$ cat config.mk
export PLATFORM = sky130hd
export DESIGN_NAME = shift_unit_flat
export DESIGN_NICKNAME = d
export VERILOG_FILES = /design/src/rtl/shift_pkg.sv /design/src/rtl/shift_unit_if.sv /design/src/rtl/shift_step.sv /design/src/rtl/shift_unit.sv /design/src/flat_wrapper.sv
export SDC_FILE = /design/constraint.sdc
export NUM_CORES = 1
export LEC_CHECK = 0
export ABC_AREA = 1
export CORE_ASPECT_RATIO = 0.6
export CORE_MARGIN = 8
export CORE_UTILIZATION = 45
export DETAILED_ROUTE_END_ITERATION = 10
export GPL_ROUTABILITY_DRIVEN = 0
export PLACE_DENSITY = 0.74
export SYNTH_ARGS = -nofsm -noshare
export SYNTH_HDL_FRONTEND = slang
export SYNTH_HIERARCHICAL = 1
export SYNTH_SLANG_ARGS = --single-unit
$ cat constraint.sdc
create_clock -name clk -period 3 [get_ports clk]
set_input_delay 0.3 -clock clk [delete_from_list [all_inputs] [get_ports clk]]
set_output_delay 0.3 -clock clk [all_outputs]
set_load 0.03 [all_outputs]
$ cat src/rtl/shift_pkg.sv
// Shared decode constants, shift kinds and FSM states for the multi-cycle shift unit.
package shift_pkg;

  localparam logic [5:0] OPC_RTYPE  = 6'h00;
  localparam logic [5:0] FUNCT_SLL  = 6'h00;
  localparam logic [5:0] FUNCT_SRL  = 6'h02;
  localparam logic [5:0] FUNCT_SRA  = 6'h03;
  localparam logic [5:0] FUNCT_SLLV = 6'h04;
  localparam logic [5:0] FUNCT_SRLV = 6'h06;
  localparam logic [5:0] FUNCT_SRAV = 6'h07;

  typedef enum logic [1:0] {SK_SLL, SK_SRL, SK_SRA, SK_ROR} shift_kind_t;

  typedef enum logic [1:0] {IDLE, RUN, DONE} state_t;

  function automatic logic is_shift_instr(input logic [5:0] opcode, input logic [5:0] funct);
    return (opcode == OPC_RTYPE) &&
           (funct == FUNCT_SLL  || funct == FUNCT_SRL  || funct == FUNCT_SRA ||
            funct == FUNCT_SLLV || funct == FUNCT_SRLV || funct == FUNCT_SRAV);
  endfunction

endpackage

$ cat src/rtl/shift_unit_if.sv
// Request/response bundle between the control path and the shift unit.
interface shift_unit_if #(parameter int W = 32);
  localparam int AW = $clog2(W);

  logic          start;
  logic [W-1:0]  data_in;
  logic [5:0]    opcode;
  logic [5:0]    funct;
  logic [AW-1:0] shamt;
  logic [AW-1:0] rs_amt;
  logic          rot;
  logic [W-1:0]  data_out;
  logic          busy;
  logic          done;
  logic          is_shift;

  modport master (
    output start, data_in, opcode, funct, shamt, rs_amt, rot,
    input  data_out, busy, done, is_shift
  );

  modport slave (
    input  start, data_in, opcode, funct, shamt, rs_amt, rot,
    output data_out, busy, done, is_shift
  );
endinterface

$ cat src/rtl/shift_step.sv
// One iteration of the shifter: moves value by s (0..STEP) bits in the requested direction.
module shift_step
  import shift_pkg::*;
#(
  parameter int W    = 32,
  parameter int STEP = 1
) (
  input  logic [W-1:0]               value,
  input  shift_kind_t                kind,
  input  logic                       fill,
  input  logic [$clog2(STEP+1)-1:0]  s,
  output logic [W-1:0]               result
);

  logic [W-1:0] fill_mask;

  // Arithmetic fill comes from the sign captured at accept, not from the shifting value.
  always_comb begin
    fill_mask = ~({W{1'b1}} >> s);
    result    = value;
    case (kind)
      SK_SLL:  result = value << s;
      SK_SRL:  result = value >> s;
      SK_SRA:  result = (value >> s) | (fill ? fill_mask : '0);
      SK_ROR:  result = (value >> s) | (value << (W - int'(s)));
      default: result = value;
    endcase
  end

endmodule

$ cat src/rtl/shift_unit.sv
// Iterative MIPS shift unit with start/busy/done handshake; non-shifts pass data_in through.
// Optional rotr/rotrv support is enabled by defining SHIFT_UNIT_ROTATE_EN.
module shift_unit
  import shift_pkg::*;
#(
  parameter int W    = 32,
  parameter int STEP = 1
) (
  input  logic        clk,
  input  logic        rst,
  shift_unit_if.slave bus
);

  localparam int AW = $clog2(W);
  localparam int SW = $clog2(STEP + 1);

  state_t        state, next_state;
  logic [W-1:0]  work, step_result, data_out_q;
  logic [AW-1:0] cnt, cnt_next, dec_amt;
  logic [SW-1:0] s;
  shift_kind_t   kind, dec_kind;
  logic          fill, is_shift_q, dec_shift, accept, finish_now;

  assign dec_shift  = is_shift_instr(bus.opcode, bus.funct);
  assign dec_amt    = bus.funct[2] ? bus.rs_amt : bus.shamt;
  assign accept     = bus.start && (state == IDLE || state == DONE);
  assign finish_now = !dec_shift || (dec_amt == '0);

  always_comb begin
    dec_kind = SK_SLL;
    case (bus.funct[1:0])
`ifdef SHIFT_UNIT_ROTATE_EN
      2'b10:   dec_kind = bus.rot ? SK_ROR : SK_SRL;
`else
      2'b10:   dec_kind = SK_SRL;
`endif
      2'b11:   dec_kind = SK_SRA;
      default: dec_kind = SK_SLL;
    endcase
  end

`ifndef SHIFT_UNIT_ROTATE_EN
  logic rot_unused;
  assign rot_unused = bus.rot;
`endif

  // The last iteration may move fewer than STEP bits.
  assign s        = (cnt < AW'(STEP)) ? SW'(cnt) : SW'(STEP);
  assign cnt_next = cnt - AW'(s);

  shift_step #(.W(W), .STEP(STEP)) u_step (
    .value  (work),
    .kind   (kind),
    .fill   (fill),
    .s      (s),
    .result (step_result)
  );

  always_ff @(posedge clk or posedge rst) begin
    if (rst) state <= IDLE;
    else     state <= next_state;
  end

  always_comb begin
    next_state = state;
    bus.busy   = 1'b0;
    bus.done   = 1'b0;
    case (state)
      IDLE, DONE: begin
        bus.done = (state == DONE);
        if (bus.start) next_state = finish_now ? DONE : RUN;
        else           next_state = IDLE;
      end
      RUN: begin
        bus.busy = 1'b1;
        if (cnt_next == '0) next_state = DONE;
      end
      default: next_state = IDLE;
    endcase
  end

  // Operands are captured only at accept so the control path may move on immediately.
  always_ff @(posedge clk or posedge rst) begin
    if (rst) begin
      work       <= '0;
      cnt        <= '0;
      kind       <= SK_SLL;
      fill       <= 1'b0;
      data_out_q <= '0;
      is_shift_q <= 1'b0;
    end else if (accept) begin
      work       <= bus.data_in;
      kind       <= dec_kind;
      fill       <= bus.data_in[W-1];
      is_shift_q <= dec_shift;
      cnt        <= dec_shift ? dec_amt : '0;
      if (finish_now) data_out_q <= bus.data_in;
    end else if (state == RUN) begin
      work <= step_result;
      cnt  <= cnt_next;
      if (cnt_next == '0) data_out_q <= step_result;
    end
  end

  assign bus.data_out = data_out_q;
  assign bus.is_shift = is_shift_q;

endmodule

$ cat src/flat_wrapper.sv
// flat-port wrapper written by rule: the top's interface ports become plain ports
module shift_unit_flat import shift_pkg::*;
#(
  parameter int W    = 32,
  parameter int STEP = 1
)
  (clk, rst, bus_start, bus_data_in, bus_opcode, bus_funct, bus_shamt, bus_rs_amt, bus_rot, bus_data_out, bus_busy, bus_done, bus_is_shift);
  shift_unit_if #(.W(W)) bus_i ();
  input  logic clk;
  input  logic rst;
  input wire logic [$bits(bus_i.start)-1:0] bus_start;
  input wire logic [$bits(bus_i.data_in)-1:0] bus_data_in;
  input wire logic [$bits(bus_i.opcode)-1:0] bus_opcode;
  input wire logic [$bits(bus_i.funct)-1:0] bus_funct;
  input wire logic [$bits(bus_i.shamt)-1:0] bus_shamt;
  input wire logic [$bits(bus_i.rs_amt)-1:0] bus_rs_amt;
  input wire logic [$bits(bus_i.rot)-1:0] bus_rot;
  output wire logic [$bits(bus_i.data_out)-1:0] bus_data_out;
  output wire logic [$bits(bus_i.busy)-1:0] bus_busy;
  output wire logic [$bits(bus_i.done)-1:0] bus_done;
  output wire logic [$bits(bus_i.is_shift)-1:0] bus_is_shift;
  assign bus_i.start = bus_start;
  assign bus_i.data_in = bus_data_in;
  assign bus_i.opcode = bus_opcode;
  assign bus_i.funct = bus_funct;
  assign bus_i.shamt = bus_shamt;
  assign bus_i.rs_amt = bus_rs_amt;
  assign bus_i.rot = bus_rot;
  assign bus_data_out = bus_i.data_out;
  assign bus_busy = bus_i.busy;
  assign bus_done = bus_i.done;
  assign bus_is_shift = bus_i.is_shift;
  shift_unit #(.W(W), .STEP(STEP)) u_core (.clk(clk), .rst(rst), .bus(bus_i));
endmodule
## Word-level counts from Yosys, hierarchy flattened

Index checks and enable logic that the tools add are counted.

| operators by class | value |
|---|---|
| bitwise gates (word level) | 3 |
| reduce and logical (&&, ||, !) cells | 20 |
| muxes and demuxes | 20 |
| $add $sub $neg | 2 |
| shifts and indexed selects | 4 |
| equal/unequal tests | 14 |
| magnitude comparators | 1 |

Operator list:

| kind | number |
|---|---|
| 2-to-1 mux 32 bit | 7 |
| case mux 32 bit (4 select lines) | 1 |
| bitwise OR 32 bit | 2 |
| inverter 32 bit | 1 |
| left shift 32 x 1 -> 32 bit | 1 |
| left shift 32 x 32 -> 32 bit | 1 |
| right shift 32 x 1 -> 32 bit | 1 |
| right shift 32 x 1 -> 32 bit (first input constant) | 1 |
| 2-to-1 mux 5 bit | 4 |
| == test 6 x 3 -> 1 bit (second input constant) | 3 |
| == test 6 x 2 -> 1 bit (second input constant) | 2 |
| logical NOT 6 bit | 2 |
| == test 2 bit (second input constant) | 5 |
| logical NOT 5 bit | 2 |
| case mux 2 bit (2 select lines) | 2 |
| logical OR 1 bit | 7 |
| subtractor 6 x 1 -> 7 bit (first input constant) | 1 |
| 2-to-1 mux 2 bit | 3 |
| < comparator 5 x 1 -> 1 bit (second input constant) | 1 |
| subtractor 5 x 1 -> 5 bit | 1 |
| == test 2 x 1 -> 1 bit (second input constant) | 2 |
| logical NOT 2 bit | 2 |
| nonzero test 2 bit | 2 |
| 2-to-1 mux 1 bit | 3 |
| 6 further kinds | 7 |

| word-level totals | value |
|---|---|
| input port bits | 58 |
| output and inout bits | 35 |
| register bits after elaboration | 75 |
| logic and storage cells | 71 |

## Depth between registers and ports, before layout

| logic depth | value |
|---|---|
| depth after elaboration | 12 |
| mapped depth | 15 |
| mapped depth without buffers | 14 |

## Hierarchy

The synthesis kept the hierarchy.

By module, submodules not included:

| module | cells an instance | instances | sequential area each (µm²) | area an instance (µm²) |
|---|---|---|---|---|
| shift_unit | 459 | 1 | 1,876.8 | 3,564.7 |
| shift_step | 225 | 1 | 0.0 | 982.2 |

## Worst setup path before layout

No wires, ideal clock.

| timing | value |
|---|---|
| path kind | reg-to-reg |
| start point | reg u_core.cnt[2] |
| end point | reg u_core.data_out_q[10] (netlist: u_core/bus.data_out[10]) |
| cell stages (with the launch flop) | 14 |
| data required time | 2.882 ns |
| slack | 1.134 ns |
| path buffers | 1 |
| period minus slack after synthesis | 1.866 ns |
| data arrival time | 1.748 ns |
| cells stage by stage | dfrtp_1 -> nor2_1 -> nand2_1 -> nand2_1 -> inv_1 -> ha_1 -> nand2_1 -> nor2_1 -> nand2_1 -> o21bai_4 -> nand2_4 -> buf_6 -> nand2_1 -> nand2_1 |

| between the ends | value |
|---|---|
| longest elaborated chain between the ends | 10 |
| elaborated cells between the ends (all ways) | 19 |
| those cells by class | add/sub (2); order compare (1); shift (4); mux (6); bitwise (3); reduce/logical (3) |

RTL lines:

| what | RTL line | source |
|---|---|---|
| start: declaration | shift_unit.sv:19 | `logic [AW-1:0] cnt, cnt_next, dec_amt;` |
| start signal: assignment | shift_unit.sv:96 | `cnt <= dec_shift ? dec_amt : '0;` |
| start signal: assignment | shift_unit.sv:100 | `cnt <= cnt_next;` |
| branches (longest 10 deep; another with subtractor 6 x 1 -> 7 bit) | -- |  |
| end signal: assignment | shift_unit.sv:97 | `if (finish_now) data_out_q <= bus.data_in;` |
| end signal: assignment | shift_unit.sv:101 | `if (cnt_next == '0) data_out_q <= step_result;` |
| end: declaration | shift_unit.sv:18 | `logic [W-1:0] work, step_result, data_out_q;` |

Several ways; the timed one is not identified. The select of a mux whose other input is x is not followed.
A chain may end at the register's enable or synchronous reset.

## Worst setup path after layout

| timing | value |
|---|---|
| start point | reg u_core.cnt[2] |
| end point | reg u_core.data_out_q[0] (netlist: u_core/bus.data_out[0]) |

Same word-level chain as after synthesis.

==> flow_metrics.env <==
export IMPL_critical_path_class="reg2reg"
export IMPL_slowest_stage_cell_cp="dfrtp_1"
export IMPL_dp_cells=879
export IMPL_finalWorstPathRequiredPeriod_ns=2.348
export IMPL_peakVddDrop_mv=0.3720
export IMPL_setup_repair_after_global_routing_missed_its_margin="no"
export IMPL_tns_ns=0
export IMPL_critical_path_depth=13
export IMPL_num_vias=4548
export IMPL_synthDistinctLibCells=26
export IMPL_drt_drc_violations_left=0
export IMPL_clk_insertion_delay_late_ns=0.34
export IMPL_via_per_inst=5.082
export IMPL_die_area_um2=13680
export IMPL_crit_buf_inv=2
export IMPL_regToRegSetupSlack_ns=0.65
export IMPL_run_status="completed"
export IMPL_die_y_um=93.86
export IMPL_critical_path_cell_chain="nor2_1, nand2_1, nand2_1, inv_1, ha_1, nand2_1, nand2_1, nor2_1, nand2_1, o21bai_4, buf_4, nand3_1, nand2_1"
export IMPL_ctsRootBufferMaster="clkbuf_16"
export IMPL_cts_resized=0
export IMPL_final_cells=895
export IMPL_worst_clock_skew_ns=0.008054
export IMPL_transition_time_at_the_pin_with_the_least_slew_margin_ns=0.7503
export IMPL_type_of_element_launching_the_critical_path="register"
export IMPL_synth_nets=743
export IMPL_classification_of_the_worst_slack_hold_path="in2async"
export IMPL_cts_hold_buffers_added=0
export IMPL_slew_headroom=0.4986
export IMPL_critPathRequiredTime_ns=3.27
export IMPL_wl_um=12350
export IMPL_total_leakage_power_nw=2.957
export IMPL_final_nets=814
export IMPL_cts_repair_timing_setup_buffer_count=0
export IMPL_max_capacitance_violation_total=0
export IMPL_whs_ns=0.3637
export IMPL_clkSlewWorstSetupHoldPaths_ns=0.06
export IMPL_dr_pass1_iters=6
export IMPL_worst_path_most_repeated_cell="nand2_1"
export IMPL_hold_viol_final=0
export IMPL_worst_r2r_startpoint="u_core/cnt[2]"
export IMPL_crit_family="simple AND/OR/NAND/NOR gates"
export IMPL_share_of_the_cycle_needed_by_the_critical_path_after_routing=0.7827
export IMPL_ctsLongestPathBuffers=2
export IMPL_diodes=0
export IMPL_post_route_util=0.5862
export IMPL_timing_reg2reg_worst_path_depth=13
export IMPL_number_of_antenna_violations_at_the_first_check_in_global_routing=0
export IMPL_first_global_vias=4360
export IMPL_synthToLayoutAreaGrowth_pct=26.91
export IMPL_crit_end="u_core/bus.data_out[0]"
export IMPL_final_antenna_net_count=0
export IMPL_clock_tree_from_tritoncts="done"
export IMPL_place_hpwl_um=8520
export IMPL_worst_r2r_end="u_core/bus.data_out[0]"
export IMPL_post_route_cells_drive_above_1_share=0.06053
export IMPL_wl_per_cell_um=13.79
export IMPL_globalRouteOverflowTotal=0
export IMPL_cp_end_kind="register"
export IMPL_synth_cell_area_um2=4547
export IMPL_grt_start_max_net_pins=73
export IMPL_drt_first_iter_violations=466
export IMPL_final_setup_viol_count=0
export IMPL_power_density_nw_per_um2=591.3
export IMPL_die_width_um=145.8
export IMPL_max_stage_delay_ns=0.43
export IMPL_drv_slew=0
export IMPL_io_pin_count=93
export IMPL_ctsHtreeMaxLevel=3
export IMPL_netlist_instances=684
export IMPL_cts_made_buffers=9
export IMPL_design_core_area_um2=9844
export IMPL_synth_warning_count=6
export IMPL_start_util=0.4619
export IMPL_port_buffers=91
export IMPL_ys_seq_area_frac=0.4128
export IMPL_synth_seq_cells=75
export IMPL_startpoint="u_core/cnt[2]"
export IMPL_grt_pass1_wl_um=21020
export IMPL_post_synth_cell_area_avg_um2=6.647
export IMPL_max_freq_mhz=425.9
export IMPL_row_count=28
export IMPL_clkSinkCount=75
export IMPL_timing_critical_path_fanout_max=32
export IMPL_grt_util_all_layers=0.1844
export IMPL_timing_critical_path_arrival_ns=2.62
==> sequential cells by signal, indices dropped and copies added (netlist names) <==
signal               flops
u_core/bus.data_out     32
u_core/fill              1
u_core/cnt               5
u_core/work             32
u_core/bus.is_shift      1
u_core/kind              2
u_core/state             2
==> cells by family after synthesis <==
kind of cell | share of synthesized area
and+or+nand+nor | 0.4290
adders and majority gates | 0.002751
buffers and inverters | 0.08448
DFF | 0.4128
AOI/OAI and AO/OA | 0.07100
==> placed cells by master (no fill, tap or decap) <==
cell type,netlist,final
nand2_1,312,311
clkdlybuf4s50_1,0,91
nor2_1,86,86
dfrtp_1,75,75
nand3_1,62,61
a31oi_1,33,33
inv_1,31,30
o21ai_0,11,11
clkbuf_16,0,9
or2_2,7,7
inv_2,6,6
buf_4,11,6
nand4_1,4,4
a21oi_1,4,4
clkbuf_8,0,3
nand2_2,2,3
clkinvlp_4,0,2
o31ai_1,2,2
nor2_2,2,2
nand2_4,2,2
clkbuf_1,13,1
bufinv_16,0,1
and2_1,1,1
o21bai_4,1,1
nand3_2,0,1
clkinv_2,0,1
o21bai_1,1,1
ha_1,1,1
buf_12,0,1
or2_0,1,1
nor2_4,1,1
or2_1,1,1
==> worst min-delay path by stage <==
stage                              endpoint  slack (ns)  depth (start not counted)
detailed placement  u_core/bus.data_out[19]        0.46                          2
global route        u_core/bus.data_out[31]        0.44                          2
CTS                 u_core/bus.data_out[31]        0.39                          2
global placement    u_core/bus.data_out[24]        0.46                          2
floorplan                    u_core/kind[0]        0.40                          1
finish                  u_core/bus.is_shift        0.36                          2
==> area by class of cell <==
class	count	area, um^2
clock buffers	13	270.3
clock inverters	3	45.04
fillers	936	4074
inverters	37	140.1
multi-input cells	534	2293
flip-flops and latches	75	1877
well taps	135	168.9
repair buffers	98	975.9
==> through the flow <==
step	area (um^2)	setup slack (ns)	total power, mW
after floorplan	4547	0.7900	1.966
after global placement	5455	0.6568	2.268
after detailed placement	5455	0.6155	2.298
after CTS	5771	0.6726	3.442
after global routing	5771	0.3943	3.613
final	5771	0.6518	3.412
==> where the power goes <==
part	leakage [nW]	internal (mW)	switching [mW]
Clock	0.148	0.712	0.415
Sequential	0.897	1.16	0.114
Combinational	1.91	0.409	0.606
Total	2.96	2.28	1.14
==> synth_stat cells <==
library cell  instances  area, um^2
nor2_4                1       11.26
clkbuf_1             13       48.80
inv_2                 6       22.52
nor2_2                2       12.51
o21bai_1              1       7.510
buf_2                 7       35.03
buf_6                 7       78.83
buf_4                11       82.58
nand4_1               4       25.02
dfrtp_1              75        1877
inv_1                31       116.4
or2_1                 1       6.260
ha_1                  1       12.51
or2_2                 7       43.79
nand2_4               2       22.52
a31oi_1              33       206.5
nand2_2               2       12.51
nand2_1             312        1171
nand3_1              62       310.3
o21bai_4              1       18.77
o21ai_0              11       55.05
nor2_1               86       322.8
a21oi_1               4       20.02
o31ai_1               2       15.01
and2_1                1       6.260
or2_0                 1       6.260
==> metal layers <==
metal | GRT usage | vias to the layer above | part of all wire
met3 | 0.06061 | 11 | 0.070
met5 | 0 | - | 0
met1 | 0.2349 | 2069 | 0.46
li1 | - | 2303 | -
met2 | 0.3008 | 165 | 0.46
met4 | 0.04048 | 0 | 0.011
(Power assumes the default switching activity.)
